`src/rtl/uart_rx_autobaud.sv`:
```
// 8N1 serial receiver that learns its bit period from the start bit of the
// first character ("a" or "i") and then deserialises bytes at that rate.
module uart_rx_autobaud #(
    parameter int CNT_W   = 16,
    parameter int MIN_BIT = 4
) (
    input  logic             clk,
    input  logic             reset,
    input  logic             rxd,
    output logic [7:0]       id,
    output logic             dix,
    output logic             ferr,
    output logic             locked,
    output logic [CNT_W-1:0] bitlen
);

    typedef enum logic [2:0] {HUNT, MEASURE, IDLE, START, DATA, STOP} state_t;

    state_t           state;
    logic             rx_p0, rx_p1, rxs_p2;
    logic             rxs, fall, expired;
    logic [CNT_W-1:0] cnt;
    logic [2:0]       idx;
    logic [7:0]       shreg;

    assign rxs     = rx_p1;
    assign fall    = rxs_p2 & ~rxs;
    assign expired = (cnt <= CNT_W'(1));

    // Synchroniser stages; preset high so reset never fakes a falling edge
    always_ff @(posedge clk) begin
        if (reset) begin
            rx_p0  <= 1'b1;
            rx_p1  <= 1'b1;
            rxs_p2 <= 1'b1;
        end else begin
            rx_p0  <= rxd;
            rx_p1  <= rx_p0;
            rxs_p2 <= rx_p1;
        end
    end

    always_ff @(posedge clk) begin
        if (reset) begin
            state  <= HUNT;
            cnt    <= '0;
            idx    <= '0;
            shreg  <= '0;
            id     <= '0;
            dix    <= 1'b0;
            ferr   <= 1'b0;
            locked <= 1'b0;
            bitlen <= '0;
        end else begin
            dix  <= 1'b0;
            ferr <= 1'b0;
            case (state)
                HUNT: begin
                    if (fall) begin
                        cnt   <= CNT_W'(1);
                        state <= MEASURE;
                    end
                end
                MEASURE: begin
                    // The rising edge ends the start bit and is the first cycle of bit0
                    if (rxs) begin
                        if (cnt < CNT_W'(MIN_BIT)) begin
                            state <= HUNT;
                        end else begin
                            bitlen <= cnt;
                            locked <= 1'b1;
                            cnt    <= cnt >> 1;
                            idx    <= '0;
                            state  <= DATA;
                        end
                    end else if (&cnt) begin
                        state <= HUNT;
                    end else begin
                        cnt <= cnt + 1'b1;
                    end
                end
                IDLE: begin
                    if (fall) begin
                        cnt   <= bitlen >> 1;
                        state <= START;
                    end
                end
                START: begin
                    if (expired) begin
                        if (rxs) begin
                            state <= IDLE;
                        end else begin
                            idx   <= '0;
                            cnt   <= bitlen;
                            state <= DATA;
                        end
                    end else begin
                        cnt <= cnt - 1'b1;
                    end
                end
                DATA: begin
                    if (expired) begin
                        shreg[idx] <= rxs;
                        cnt        <= bitlen;
                        idx        <= idx + 1'b1;
                        if (idx == 3'd7) state <= STOP;
                    end else begin
                        cnt <= cnt - 1'b1;
                    end
                end
                STOP: begin
                    if (expired) begin
                        if (rxs) begin
                            id    <= shreg;
                            dix   <= 1'b1;
                            state <= IDLE;
                        end else begin
                            ferr <= 1'b1;
                            // An all-zero frame with a low stop bit is a line break
                            if (shreg == 8'h00) begin
                                locked <= 1'b0;
                                bitlen <= '0;
                                state  <= HUNT;
                            end else begin
                                state <= IDLE;
                            end
                        end
                    end else begin
                        cnt <= cnt - 1'b1;
                    end
                end
                default: state <= HUNT;
            endcase
        end
    end

endmodule

```
`config.mk`:
```
export PLATFORM = sky130hd
export DESIGN_NAME = uart_rx_autobaud
export DESIGN_NICKNAME = d
export VERILOG_FILES = /design/src/rtl/uart_rx_autobaud.sv
export SDC_FILE = /design/constraint.sdc
export NUM_CORES = 1
export LEC_CHECK = 0
export ABC_AREA = 0
export ABC_CLOCK_PERIOD_IN_PS = 2600
export BUFFER_PORTS_ARGS = -buffer_cell sky130_fd_sc_hd__buf_2
export CAP_MARGIN = 20
export CORE_MARGIN = 1.5
export CORE_UTILIZATION = 50
export DETAILED_ROUTE_END_ITERATION = 8
export HOLD_SLACK_MARGIN = 0.05
export PLACE_DENSITY_LB_ADDON = 0.1
export SETUP_SLACK_MARGIN = 0.4
export SYNTH_ARGS = -nofsm -noshare
export SYNTH_HDL_FRONTEND = slang
export SYNTH_SLANG_ARGS = --single-unit
```
`constraint.sdc`:
```
create_clock -name clk -period 2.6 [get_ports clk]
set_input_delay 0.39 -clock clk [delete_from_list [all_inputs] [get_ports clk]]
set_output_delay 0.39 -clock clk [all_outputs]
set_load 0.05 [all_outputs]
```
==> flow_metrics.tcl, run 1 <==
set metrics [dict create \
    run_status "completed" \
    report.final.hold_viol_count 0 \
    rows 31 \
    place.gp.congestion 0.948 \
    area_growth_syn_to_layout_pct 24.0 \
    dp.cells 582 \
    total_power_w 0.00203 \
    routed_wirelength_mm 11.7 \
    arrival_ns 2.38 \
    layout.filler_cells 643 \
    timing.hold.worst_path_depth 2 \
    drv_cap 0 \
    synth.yosys.warnings 0 \
    final.hold.worst_slack_ns 0.228 \
    synth-main-ff-cell "sky130_fd_sc_hd__dfxtp_1" \
    ctsRootBufferMaster "sky130_fd_sc_hd__clkbuf_8" \
    syn-instance-count 460 \
    finalWorstPathRequiredPeriod_ns 2.15 \
    timing.hold.worst.class "in -> reg" \
    worst_slew_pin_slew_ns 0.768 \
    final.period_utilization 0.828 \
    wire_per_inst_um 19.1 \
    clock_insertion_delay_worst_skew_ns 0.35 \
    initial_standard_cell_utilization_of_the_core 0.513 \
    timing.clock.skew_ns 0.0105 \
    slew-limit-headroom 0.484 \
    grt_start_max_net_pins 38 \
    criticalPathCategory "reg -> reg" \
    dieArea_um2 7880 \
    grt_pass1_vias 3405 \
    grt_pass1_wl_mm 18.0 \
    seq_area_frac_synth 0.326 \
    io_buffer_count 29 \
    global_route.overflow_total 0 \
    worst_setup_end_kind "flip-flop" \
    routed-via-count 3819 \
    drc 0 \
    most-common-layout-cells "sky130_fd_sc_hd__nor2_1, sky130_fd_sc_hd__dfxtp_1, sky130_fd_sc_hd__nand2_1, sky130_fd_sc_hd__buf_4, sky130_fd_sc_hd__buf_2" \
    pwr_density_cell_nw_per_um2 445 \
    cts-root-to-sink-buffers 2 \
    static-leakage-power_nw 1.83 \
    die_height_um 88.8 \
    mappedNetlistNets 468 \
    antennaDiodeCount 0 \
    grt_util_met1 0.435 \
    worstPathRequired_ns 2.83 \
    asyncSetResetFlopFracSynth 0 \
    io_pins 30 \
    crit_path_max_fanout 8 \
    grt_most_used_layer "met1" \
    synth-seq-cells 60 \
    globalRouteMet2Util 0.429 \
    synth-edff-count 0 \
    fin_cells 613 \
    postRouteAntennaNets 0 \
    clock_tree_from_tritoncts "done" \
    peakVddDrop_uv 321 \
    fmaxAchievable_mhz 465 \
    place_hpwl_mm 8.00 \
    initial_drc_count 354 \
    core_region_area_um2 7180 \
    clkTransAtPathRegs_ns 0.08 \
    worst_setup_path_start_kind "flip-flop" \
    worstRegToRegCells 7 \
    via_per_inst 6.23 \
    timing.final.max_slew_violations 0 \
    setup-tns-final_ns 0 \
    dr.pass1.iters 5 \
    clock_sinks 60 \
    grtUsageMet3 0.0765 \
    fin_nets 517 \
    ff2ff_setup_slack_ns 0.45 \
    grt_antenna_before_repair 0 \
    numCtsBuffers 9 \
    synth_cell_type_count 64 \
    grt_setup_unrepaired "yes" \
    post_synth_instance_area_um2 3680 \
    post_route_cells_drive_above_1_share 0.302 \
    final-setup-viol-count 0 \
    track_usage 0.304 \
    fin_util 0.636 \
    syn_area_per_cell_um2 8.00 \
    htree_levels 3 \
    dieWidth_um 88.8 \
]
## critical path, cell delays in order, from the launching register on
cell	delay, ns
sky130_fd_sc_hd__dfxtp_4	0.38
sky130_fd_sc_hd__or4_4	0.58
sky130_fd_sc_hd__nor3_4	0.29
sky130_fd_sc_hd__nand4_1	0.17
sky130_fd_sc_hd__buf_6	0.17
sky130_fd_sc_hd__nor3b_2	0.18
sky130_fd_sc_hd__mux2i_1	0.22
sky130_fd_sc_hd__nor2_1	0.05
## synthesized netlist by cell type (5+ instances only)
| cell | count | area, um^2 |
|---|---|---|
| sky130_fd_sc_hd__nor4_1 | 8 | 50.1 |
| sky130_fd_sc_hd__a221oi_1 | 10 | 87.6 |
| sky130_fd_sc_hd__buf_2 | 13 | 65.1 |
| sky130_fd_sc_hd__o21ai_1 | 9 | 45.0 |
| sky130_fd_sc_hd__or2_2 | 6 | 37.5 |
| sky130_fd_sc_hd__a21oi_1 | 24 | 120 |
| sky130_fd_sc_hd__dfxtp_1 | 60 | 1200 |
| sky130_fd_sc_hd__nor2_1 | 51 | 191 |
| sky130_fd_sc_hd__buf_4 | 5 | 37.5 |
| sky130_fd_sc_hd__a22o_1 | 8 | 70.1 |
| sky130_fd_sc_hd__mux2i_1 | 7 | 70.1 |
| sky130_fd_sc_hd__nand4_1 | 5 | 31.3 |
| sky130_fd_sc_hd__clkbuf_1 | 19 | 71.3 |
| sky130_fd_sc_hd__a22oi_1 | 25 | 188 |
| sky130_fd_sc_hd__nor3_1 | 14 | 70.1 |
| sky130_fd_sc_hd__nand2_1 | 49 | 184 |
| sky130_fd_sc_hd__o211ai_1 | 6 | 45.0 |
| sky130_fd_sc_hd__o2bb2ai_1 | 5 | 43.8 |
| sky130_fd_sc_hd__xor2_1 | 8 | 70.1 |
| sky130_fd_sc_hd__xnor2_1 | 7 | 61.3 |
| sky130_fd_sc_hd__nand3_1 | 10 | 50.1 |
| sky130_fd_sc_hd__o21ai_0 | 13 | 65.1 |
| sky130_fd_sc_hd__inv_1 | 12 | 45.0 |
| sky130_fd_sc_hd__ha_1 | 5 | 62.6 |
## cell families (layout without fill, tap and decap cells)
| logic type | Yosys count | in the layout | share of synthesized area |
|---|---|---|---|
| fa+ha+maj | 5 | 5 | 0.0170 |
| compound gates | 130 | 131 | 0.254 |
| xor+xnor | 15 | 15 | 0.0357 |
| flops | 60 | 60 | 0.326 |
| mux | 7 | 7 | 0.0190 |
| simple gates | 192 | 192 | 0.287 |
| buf+inv | 51 | 104 | 0.0615 |
## cell type report
class,count,area [um^2],share of cell area
Clock buffer,9,124,0.0272
Clock inverter,7,76.3,0.0167
Inverter,12,45.0,0.00987
Multi-Input combinational cell,350,2450,0.536
Sequential cell,60,1220,0.268
Tap cell,99,124,0.0272
Timing Repair Buffer,76,526,0.115
## what timing repair did
action | 4_1_cts | 5_1_grt
pin swaps | 5 | 13
endpoints found under the setup margin | 35 | 50
resized for setup | 15 | 41
cloned | 0 | 1
hold buffers | 0 | 0
buffers inserted | 8 | 6
## metrics by stage
stage                     worst slack (ns)  instance area [um^2]
after global placement               0.204                  4020
final                                0.448                  4560
after floorplan                      0.417                  3700
after global routing                 0.357                  4560
after CTS                            0.414                  4360
after detailed placement             0.168                  4020
## metal layers
metal  vias to the layer above  routed length, um
li1                       1799                  -
met1                      1808               5200
met2                       180               5100
met3                        32               1060
met4                         0                328
met5                         -                  0
## power breakdown
part,switching (W),internal [W],leakage (nW)
Clock,0.000420,0.000447,0.0958
Combinational,0.000141,0.0000820,1.25
Sequential,0.0000145,0.000924,0.491
Total,0.000576,0.00145,1.83
## registers in the layout, indices dropped and copies added (netlist names), 3 cells and up
register / count
idx: 3
id: 8
bitlen: 16
state: 3
shreg: 8
cnt: 16
## final timing paths
| check | start | endpoint |
|---|---|---|
| max | cnt[9] | shreg[3] |
| min | rxd | rx_p0 |
| max reg2reg | cnt[9] | shreg[3] |
| min reg2reg | rx_p0 | rx_p1 |
Note: power is estimated with default switching activity, not from simulation.
==> inputs of run 2 (changes only) <==
ABC_AREA = 1   (was 0)
ABC_CLOCK_PERIOD_IN_PS = 2000   (was 2600)
clock period = 2 ns   (was 2.6 ns; I/O delays follow)
==> flow_metrics.tcl, run 2 <==
set metrics [dict create \
    run_status "completed" \
    grt_start_max_net_pins 41 \
    timing.clock.skew_ns 0.0107 \
    static-leakage-power_nw 2.26 \
    timing.critical_path.slowest_stage_cell "sky130_fd_sc_hd__dfxtp_4" \
    peakVddDrop_uv 982 \
    clkTransAtPathRegs_ns 0.07 \
    layout.cells.most_common "sky130_fd_sc_hd__nand2_1" \
    antennaDiodeCount 0 \
    worstPathRequired_ns 2.25 \
    crit_path_max_cell_delay_ns 0.38 \
    min_to "rx_p0" \
    fmaxAchievable_mhz 551 \
    fin_cells 804 \
    postRouteAntennaNets 0 \
    report.final.hold_viol_count 0 \
    clock_tree_from_tritoncts "done" \
    worst_hold_startpoint "rxd" \
    wire_per_inst_um 17.2 \
    criticalPathCategory "reg -> reg" \
    grt_pass1_vias 4251 \
    grt_antenna_before_repair 0 \
    most-common-layout-cells "sky130_fd_sc_hd__nand2_1, sky130_fd_sc_hd__a21oi_1, sky130_fd_sc_hd__nor2_1, sky130_fd_sc_hd__buf_4, sky130_fd_sc_hd__nand3_1" \
    ctsRootBufferMaster "sky130_fd_sc_hd__clkbuf_8" \
    yosys.area.top_type_share 0.299 \
    post_synth_instance_area_um2 4020 \
    global_route.overflow_total 0 \
    ff2ff_setup_slack_ns 0.19 \
    timing.critical_path.max_delay_family "simple AND/OR/NAND/NOR gates" \
    initial_standard_cell_utilization_of_the_core 0.518 \
    io_pins 30 \
    yosysMostFrequentCell "sky130_fd_sc_hd__nand2_1" \
    crit_path_max_fanout 8 \
    area_growth_syn_to_layout_pct 31.8 \
    fin_util 0.683 \
    seq_area_frac_synth 0.299 \
    setup-tns-final_ns 0 \
    final-setup-viol-count 0 \
    layout.filler_cells 633 \
    worst_r2r_endpoint "cnt[0]" \
    routed_wirelength_mm 13.9 \
    synth_cell_type_count 33 \
    slew-limit-headroom 0.625 \
    track_usage 0.309 \
    timing.hold.worst.class "in -> reg" \
    timing.hold.worst_path_depth 2 \
    top_cells_by_instance_count_after_synthesis "sky130_fd_sc_hd__nand2_1, sky130_fd_sc_hd__a21oi_1, sky130_fd_sc_hd__dfxtp_1" \
    worst_reg2reg_path_startpoint "cnt[3]" \
    core_region_area_um2 7770 \
    pwr_density_cell_nw_per_um2 1760 \
    drv_cap 0 \
    netlist.top_cell.by_area "sky130_fd_sc_hd__dfxtp_1" \
    worst_setup_path_start_kind "flip-flop" \
    final.hold.worst_slack_ns 0.124 \
    synth-edff-count 0 \
    dr.pass1.iters 6 \
    via_per_inst 5.71 \
    timing.final.max_slew_violations 0 \
    grt_setup_unrepaired "yes" \
    reg_top3 "bitlen x16, cnt x16" \
    place.gp.congestion 0.980 \
    rows 32 \
    arrival_ns 2.06 \
    worst_slew_pin_slew_ns 0.562 \
    numCtsBuffers 9 \
    io_buffer_count 29 \
    die_height_um 92.7 \
    critPathBufInv 0 \
    clock_insertion_delay_worst_skew_ns 0.35 \
    syn-instance-count 622 \
    crit_path_cell_trace "nor2_4 > nand2_4 > nor2_8 > nand3_4 > nand2_8 > nand2_4 > o21ai_1 > nand3_1 > nor2_1 > nor2_1" \
    worstRegToRegCells 10 \
    dieArea_um2 8600 \
    cts-root-to-sink-buffers 2 \
    finalWorstPathRequiredPeriod_ns 1.81 \
    drc 0 \
    routed-via-count 4593 \
    mappedNetlistNets 630 \
    area_contributors_post_synth "sky130_fd_sc_hd__dfxtp_1, sky130_fd_sc_hd__nand2_1, sky130_fd_sc_hd__a21oi_1" \
    grt_pass1_wl_mm 20.6 \
    post_route_cells_drive_above_1_share 0.346 \
    synth-main-ff-cell "sky130_fd_sc_hd__dfxtp_1" \
    clock_sinks 60 \
    worst_setup_end_kind "flip-flop" \
    synth.yosys.warnings 0 \
    dieWidth_um 92.7 \
    htree_levels 3 \
    place_hpwl_mm 8.54 \
    fin_nets 706 \
    asyncSetResetFlopFracSynth 0 \
    dp.cells 746 \
    initial_drc_count 457 \
    final.period_utilization 0.907 \
    syn_area_per_cell_um2 6.47 \
    synth-seq-cells 60 \
]
## run 2: worst max-delay path by stage
| stage | endpoint | startpoint | cells after the start | slack, ns |
|---|---|---|---|---|
| 2_1_floorplan | cnt[11] | cnt[9] | 12 | 0.38 |
| 3_3_place_gp | cnt[6] | cnt[3] | 10 | 0.07 |
| 3_5_place_dp | cnt[2] | cnt[3] | 10 | 0.03 |
| 4_1_cts | cnt[2] | cnt[0] | 11 | 0.30 |
| 5_1_grt | cnt[0] | cnt[5] | 10 | 0.13 |
| 6_report | cnt[0] | cnt[3] | 10 | 0.19 |
## run 2: cells by family after synthesis
kind of cell	Yosys count	synth area share
adder cells (fa/ha/maj)	5	0.0155
buffers and inverters	87	0.104
AO/OA/AOI/OAI	114	0.154
AND/OR/NAND/NOR	349	0.413
XOR/XNOR	7	0.0152
flip-flops	60	0.299
## run 2: final cells by class
type                       count  area, um^2  area share
clock inverter                 6        90.1      0.0170
sequential                    60        1240       0.234
inverter                      57         221      0.0418
tap                          102         128      0.0241
multi-input combinational    477        2790       0.526
clock buffer                   9         124      0.0234
timing repair buffer          93         713       0.134
## run 2: power breakdown
| part | total, W | internal (W) | switching [W] |
|---|---|---|---|
| combinational | 0.00650 | 0.00253 | 0.00397 |
| clock | 0.00121 | 0.000696 | 0.000518 |
| sequential | 0.00160 | 0.00139 | 0.000215 |
| total | 0.00932 | 0.00461 | 0.00471 |
## run 2: per-layer routing
| metal | vias to the layer above | global-route usage | part of all wire | routed length [um] |
|---|---|---|---|---|
| met4 | 0 | 0.150 | 0.058 | 799 |
| met3 | 73 | 0.0583 | 0.088 | 1220 |
| met5 | - | 0 | 0 | 0 |
| met2 | 258 | 0.513 | 0.47 | 6470 |
| met1 | 2081 | 0.382 | 0.39 | 5370 |
| li1 | 2181 | - | - | - |
## run 2: through the flow
step	area, um^2	total power, W	setup WS, ns
after detailed placement	4290	0.00585	0.0319
after global placement	4290	0.00580	0.0670
final	5300	0.00932	0.185
after CTS	4930	0.00799	0.303
after global routing	5300	0.00975	0.130
after floorplan	4050	0.00491	0.385
## run 2: repair_timing
item,4_1_cts,5_1_grt
pin swaps,22,28
cloned,1,2
buffers inserted,24,16
resized for setup,67,72
hold buffers,0,0
setup endpoints to repair,55,54
hold endpoints to repair,0,0
## run 2: worst reg2reg max path, cell delays in order, from the launching register on
cell and delay, ns:
sky130_fd_sc_hd__dfxtp_4 0.38, sky130_fd_sc_hd__nor2_4 0.16, sky130_fd_sc_hd__nand2_4 0.09, sky130_fd_sc_hd__nor2_8 0.15
sky130_fd_sc_hd__nand3_4 0.16, sky130_fd_sc_hd__nand2_8 0.15, sky130_fd_sc_hd__nand2_4 0.11, sky130_fd_sc_hd__o21ai_1 0.22
sky130_fd_sc_hd__nand3_1 0.13, sky130_fd_sc_hd__nor2_1 0.11, sky130_fd_sc_hd__nor2_1 0.05
